<file path="config.mk">
export PLATFORM = sky130hd
export DESIGN_NAME = fetch_unit
export DESIGN_NICKNAME = d
export VERILOG_FILES = /design/src/rtl/riscv_fetch_pkg.sv /design/src/rtl/fetch_hold_buf.sv /design/src/rtl/fetch_unit.sv
export SDC_FILE = /design/constraint.sdc
export NUM_CORES = 1
export LEC_CHECK = 0
export ABC_AREA = 1
export ABC_CLOCK_PERIOD_IN_PS = 2300
export BUFFER_PORTS_ARGS = -buffer_cell sky130_fd_sc_hd__clkbuf_2
export CAP_MARGIN = 20
export CORE_ASPECT_RATIO = 1.5
export CORE_UTILIZATION = 49
export CTS_CLUSTER_DIAMETER = 100
export DETAILED_ROUTE_END_ITERATION = 8
export PLACE_DENSITY = 0.81
export SLEW_MARGIN = 20
export SYNTH_ARGS = -nofsm -noshare
export SYNTH_HDL_FRONTEND = slang
export SYNTH_SLANG_ARGS = --single-unit
export TNS_END_PERCENT = 20
</file>
<file path="constraint.sdc">
create_clock -name clk -period 2.3 [get_ports clk]
set_clock_uncertainty 0.05 [all_clocks]
set_input_delay 0.115 -clock clk [delete_from_list [all_inputs] [get_ports clk]]
set_output_delay 0.115 -clock clk [all_outputs]
set_load 0.03 [all_outputs]
</file>
<file path="src/rtl/riscv_fetch_pkg.sv">
// Shared types and constants for the instruction-fetch stage.
// Optional feature macro used by the fetch stage: FETCH_HOLD_BUF_EN.
package riscv_fetch_pkg;

  localparam int XLEN        = 32;
  localparam int INSTR_BYTES = 4;

  typedef logic [XLEN-1:0] pc_t;
  typedef logic [XLEN-1:0] instr_t;

  // ADD x0,x0,x0: harmless filler presented whenever nothing valid is fetched.
  localparam instr_t NOP_INSTR        = 32'h0000_0033;
  localparam pc_t    RESET_PC_DEFAULT = 32'h0000_0004;

endpackage

</file>
<file path="src/rtl/fetch_hold_buf.sv">
// Stall hold buffer for the fetch stage: captures the presented ROM word on the
// first stall cycle so the ROM does not have to re-read the stalled address.
// Compiled only when FETCH_HOLD_BUF_EN is defined.
`ifdef FETCH_HOLD_BUF_EN
module fetch_hold_buf
  import riscv_fetch_pkg::*;
(
  input  logic        clk,
  input  logic        rst_n,
  input  logic        stall_i,
  input  logic        redirect_i,
  input  logic        valid,
  input  logic [31:0] imem_word,
  output logic [31:0] instr
);

  logic [31:0] hold_q;
  logic        hold_vld_q;

  // Capture on the first stalled edge, release when decode accepts or a redirect squashes.
  always_ff @(posedge clk or negedge rst_n) begin
    if (!rst_n) begin
      // NOTE: hold_q is data qualified by hold_vld_q; it is reset only so the
      // register never powers up as X, not because its value matters.
      hold_q     <= NOP_INSTR;
      hold_vld_q <= 1'b0;
    end else if (!stall_i || redirect_i) begin
      hold_vld_q <= 1'b0;
    end else if (!hold_vld_q) begin
      hold_q     <= imem_word;
      hold_vld_q <= 1'b1;
    end
  end

  // Present the held word while stalled, otherwise the live ROM word.
  always_comb begin
    instr = NOP_INSTR;
    if (valid) instr = hold_vld_q ? hold_q : imem_word;
  end

endmodule
`endif

</file>
<file path="src/rtl/fetch_unit.sv">
// Instruction-fetch stage feeding a synchronous (1-clock) instruction ROM.
// Owns the PC, handles decode stall and branch/jump redirect.
// FETCH_HOLD_BUF_EN: when defined, stalls are served from a hold register
// instead of re-reading the ROM at the stalled address.
module fetch_unit #(
  parameter int              XLEN     = 32,
  parameter logic [XLEN-1:0] RESET_PC = riscv_fetch_pkg::RESET_PC_DEFAULT
) (
  input  logic            clk,
  input  logic            rst_n,
  input  logic            stall_i,
  input  logic            redirect_i,
  input  logic [XLEN-1:0] redirect_pc,
  output logic [XLEN-1:0] imem_addr,
  input  logic [XLEN-1:0] imem_word,
  output logic [XLEN-1:0] if_pc,
  output logic [XLEN-1:0] if_instr,
  output logic            if_valid
);

  import riscv_fetch_pkg::*;

  localparam logic [XLEN-1:0] STEP = XLEN'(INSTR_BYTES);

  logic [XLEN-1:0] pc_q;      // next PC to fetch
  logic [XLEN-1:0] req_pc_q;  // PC whose word the ROM is returning now
  logic            req_vld_q;

  // PC and in-flight request registers; redirect beats stall.
  always_ff @(posedge clk or negedge rst_n) begin
    if (!rst_n) begin
      pc_q      <= RESET_PC;
      req_pc_q  <= RESET_PC;
      req_vld_q <= 1'b0;
    end else if (redirect_i) begin
      // NOTE: non-blocking assignments make every register here update from
      // the pre-edge values, so pc_q and req_pc_q shift like a true pipeline.
      req_pc_q  <= redirect_pc;
      req_vld_q <= 1'b1;
      pc_q      <= redirect_pc + STEP;
    end else if (!stall_i) begin
      req_pc_q  <= pc_q;
      req_vld_q <= 1'b1;
      pc_q      <= pc_q + STEP;
    end
  end

  // The wrong-path word arriving in a redirect cycle is squashed combinationally.
  always_comb begin
    if_valid = req_vld_q & ~redirect_i;
    if_pc    = req_pc_q;
  end

`ifdef FETCH_HOLD_BUF_EN
  // ROM keeps fetching pc_q on stall; the hold buffer keeps the presented word.
  always_comb begin
    imem_addr = redirect_i ? redirect_pc : pc_q;
  end

  fetch_hold_buf u_hold_buf (
    .clk        (clk),
    .rst_n      (rst_n),
    .stall_i    (stall_i),
    .redirect_i (redirect_i),
    .valid      (if_valid),
    .imem_word  (imem_word),
    .instr      (if_instr)
  );
`else
  // On stall the ROM re-reads the presented PC so its word stays stable.
  always_comb begin
    // NOTE: assigning a default first guarantees every path drives the
    // output, so no latch is inferred.
    imem_addr = pc_q;
    if (redirect_i)   imem_addr = redirect_pc;
    else if (stall_i) imem_addr = req_pc_q;
  end

  // Present the ROM word only when it is on the correct path.
  always_comb begin
    if_instr = if_valid ? imem_word : XLEN'(NOP_INSTR);
  end
`endif

endmodule

</file>
# After elaboration in Yosys (flattened, before gate mapping)
# Index checks and enable logic that the tools add are counted.
# word_totals
input_bits,68
wordCells,15
mem_count,0
out_inout_bits,97
mem_bits_rw,0
mem_bits_ro,0
ff_bits,65
latch_bits,0
# classes
mux,7
n_shift,0
addsub,2
n_div,0
bitwise,2
n_lt_le_gt_ge,0
n_reduce_logical,0
n_mul,0
n_eq_ne,1
# op_table
cell,n
$mux 32,5
$add 32x3->32 const B,2
$mux 1,2
$ne 2x1->1 const B,1
$and 1x1->1,1
$not 1->1,1

# Depth between registers and ports, before layout
# depth
depth_word,3
ltp_mapped,14
depth_no_buf,12

# Worst setup path after synthesis
# Ideal clock, no wire load.
# synth_path
path_type,input to output
startpoint,input port redirect_i
endpoint,output port if_instr[11]
t_required_ps,2135
n_path_buf,4
path_stages,7
slack_ps,374
arrival_time_ps,1761
cell_sequence,buf_6 > buf_6 > buf_6 > nor2_1 > inv_1 > clkbuf_1 > nor2_1
# synth_via
elab_chain_cells,3
# synth_lines
element,line,source
from (decl),fetch_unit.sv:12,"input logic redirect_i,"
$not 1->1,fetch_unit.sv:50,if_valid = req_vld_q & ~redirect_i;
$and 1x1->1,fetch_unit.sv:50,
net if_valid,fetch_unit.sv:18,output logic if_valid
$mux 32,fetch_unit.sv:81,if_instr = if_valid ? imem_word : XLEN'(NOP_INSTR);
to (decl),fetch_unit.sv:17,"output logic [XLEN-1:0] if_instr,"
# The timed path passes the listed nets, and every way through them passes these cells.

# Worst setup path after layout
# layout_path
startpoint,register pc_q[2]
endpoint,register pc_q[30]
# layout_via
elab_chain_cells,3
# layout_lines
element,line,source
from (decl),fetch_unit.sv:25,logic [XLEN-1:0] pc_q;
from (signal assigned),fetch_unit.sv:40,pc_q <= redirect_pc + STEP;
from (signal assigned),fetch_unit.sv:44,pc_q <= pc_q + STEP;
$add 32x3->32,fetch_unit.sv:44,
$mux 32,fetch_unit.sv:41,end else if (!stall_i) begin
$mux 32,fetch_unit.sv:35,end else if (redirect_i) begin
# Every way passes these cells. The select of a mux whose other input is x is not followed.
# A chain may end at the register's enable or synchronous reset.

==> metrics.txt <==
Slew Limit Headroom 55.48%; share of layout cells above drive strength 1 30.70%; Die ar. 8667 sq um; Synth Instances 607; total track usage 28.30%; initial antenna violation count 0; first-pass GRT wire length 19080 um; Main synth FF type dfrtp_1; # rows 40; Detail Placement HPWL 8687 um; WL final 11900 um; RSZ-0062 raised after global routing false; Endpoint, Worst Hold if_pc[28]; Sw Ratio 35.41%; hold path start redirect_pc[28]; Crit Path Max Fanout 5; Fmax 512.8 MHz; FF+latch count, synth 65; final cycle utilization of the critical path 84.78%; reg2reg end pc_q[30]; crit end category register; Pint 2.464 mW; Yosys warnings 0; area leader, netlist dfrtp_1; number of distinct library cells after synthesis 29; Synth Area in Compound Gates 6.899%; Post-synth top cells 253 x nand2_1, 63 x dfrtp_1, 60 x inv_1, 60 x nor2_1, 38 x o21ai_0; Resized cells post-CTS 0; Tmin final 1.950 ns; Post-Syn Area 4063 sq um; Final #Nets 862; synth-to-layout area growth 35.05%; met2 wire length 6397 um; Placed Instances 863; Seq/Total Area, Yosys 40.10%; Final Power 3.814 mW; class of the worst hold path in2reg; Die W 76.35 um; DR top layer met4; WL/cell 13.18 um; Worst EP required 2.47 ns; main combinational cell family by area after synthesis simple AND/OR/NAND/NOR gates; clk_lat worst skew 0.34 ns; Residual DRC 0; Synthesized Nets 676; largest net degree at the start of global routing 40; Pwr per Cell Area 695.2 nW/um^2; Initial Util 50.73%; multiplexer share of the synthesized area 0%; Register Area 1629 sq um; flop2flop setup slack 0.35 ns; Reg clk slew, reported paths 0.05 ns; power share of the sequential group 35.8%; clock sinks 65; M1 wire length 4694 um; Switching Power 1.351 mW; Leak 3.136 nW; Max-Cap Viols 0; Fillers 702; vias in the first global route 4203; Core Area 8008 sq um; DRT iter0 DRCs 205; drt first pass iters 5; Final setup viols 0; ys async rst share 100.0%; endpoints failing hold 0; worst reg2reg path depth 10; Mean Syn Cell Area 6.693 sq um; worst hold stages 3; Clock power frac 34.9%; worst flop-to-flop path startpoint pc_q[2]; worst vdd ir 0.0005185 V; combinational fraction of design power 29.3%; final-report max-slew violation count 0; Worst Path Class, Setup reg2reg; post-route ant nets 0; clock root cell clkbuf_16; CTS Buffer Depth 2; grt ovf 0; area of the multi-input gates 2041 sq um; CTS tree done; routed via count 4428; Post-Synth Simple-Gate Area 41.73%; vias per inst 4.904; XOR/XNOR Fraction of Synth Area 1.294%; Antenna Cells 0; Yosys top cell area share 38.81%; CTS Buf Count 9; CP Launch Type register; DR WL met3 494 um; status finished clean; die height 113.5 um; crit path DAT 2.12 ns; Setup TNS Final 0 ns; CTS H-tree lvls 3; RD Place Congestion 0.8662; num ports 165; Synth Area in Adders 0.3080%; Port Buffers 164; final core area utilization 68.52%; most numerous cell in the Yosys netlist nand2_1; ranking of synthesized cells by area dfrtp_1 39%, nand2_1 23%, inv_1 5.5%, nor2_1 5.5%, o21ai_0 4.7%; Slew @ Worst Pin 0.6678 ns; number of synthesized flops with an enable pin 0; final non-filler cell total 903
[per-layer routing]
layer	track usage, %	vias up
met3	5.200	24
met5	0	-
li1	-	2229
met1	30.20	2030
met2	53.51	145
met4	12.95	0
[through the flow]
| stage | hold WS, ns | cell area [sq um] | setup WS (ns) |
|---|---|---|---|
| after floorplan | -0.2306 | 4063 | 0.3737 |
| after global placement | 0.1248 | 4952 | 0.2941 |
| after detailed placement | 0.1319 | 4952 | 0.2123 |
| after CTS | 0.003685 | 5487 | 0.3399 |
| after global routing | 0.01060 | 5487 | 0.1832 |
| final | 0.0006663 | 5487 | 0.3500 |
[cells in the final DEF (no fill, tap or decap), types with 2 or more instances in the layout]
master	netlist	layout
buf_12	1	2
nor2_2	15	15
or2_2	4	4
nor2_1	60	60
o21ai_1	7	7
clkinv_2	0	2
dlygate4sd3_1	0	24
o21ai_0	38	38
nand2_2	27	27
o21bai_1	2	2
clkbuf_2	0	163
inv_1	60	60
xor2_1	5	5
nand3_1	28	28
buf_4	1	7
a21oi_1	5	5
clkbuf_8	0	4
clkbuf_16	0	9
nor2_4	6	6
or2_1	3	3
dfrtp_1	63	63
nand2_1	253	253
dfstp_2	2	2
[how the worst max path moves through the flow]
stage                     from           end  slack [ns]  depth (start not counted)
detailed placement  redirect_i      pc_q[30]        0.21                         12
global route           pc_q[2]      pc_q[30]        0.18                         10
finish                 pc_q[2]      pc_q[30]        0.35                         10
global placement    redirect_i      pc_q[30]        0.29                         12
CTS                    pc_q[2]      pc_q[30]        0.34                         10
floorplan           redirect_i  if_instr[11]        0.37                          7
[critical path: stages, from the launching register on]
cell and delay [ns]:
dfstp_2 0.51, inv_1 0.05, o21ai_2 0.15, ha_1 0.19
nand2_1 0.11, nor2_4 0.15, nand2_2 0.12, nor2_2 0.23
nand3_1 0.11, nand3_1 0.10, nand2_1 0.06
[repair_timing]
item                                   CTS  global route
hold buffers                            24             0
endpoints found under the hold margin   49             0
buffers inserted                         0             0
[flip-flops by register name, summed over array words and instances (netlist names)]
name       cells
pc_q          32
if_pc         32
req_vld_q      1
[layout make-up]
cell class	instances	share of cell area, %
multi-input cells	458	37.20
flip-flops and latches	65	29.69
repair buffers	197	21.03
clock buffers	14	5.177
inverters	62	4.333
well taps	105	2.395
clock inverters	2	0.1824
[power by group through the flow]
| stage | sequential [mW] | combinational [mW] | clock [mW] |
|---|---|---|---|
| 2_1_floorplan | 1.50 | 0.623 | 0 |
| 3_3_place_gp | 1.37 | 1.07 | 0 |
| 3_5_place_dp | 1.38 | 1.08 | 0 |
| 4_1_cts | 1.36 | 1.12 | 1.35 |
| 5_1_grt | 1.38 | 1.22 | 1.40 |
| 6_report | 1.37 | 1.12 | 1.33 |
[kinds of logic after synthesis]
family                     after synthesis
buffers and inverters                   84
and+or+nand+nor                        397
DFF                                     65
adders and majority gates                1
xor gates and xnor gates                 6
AOI/OAI and AO/OA                       54
Power figures use the tool's default switching activity.
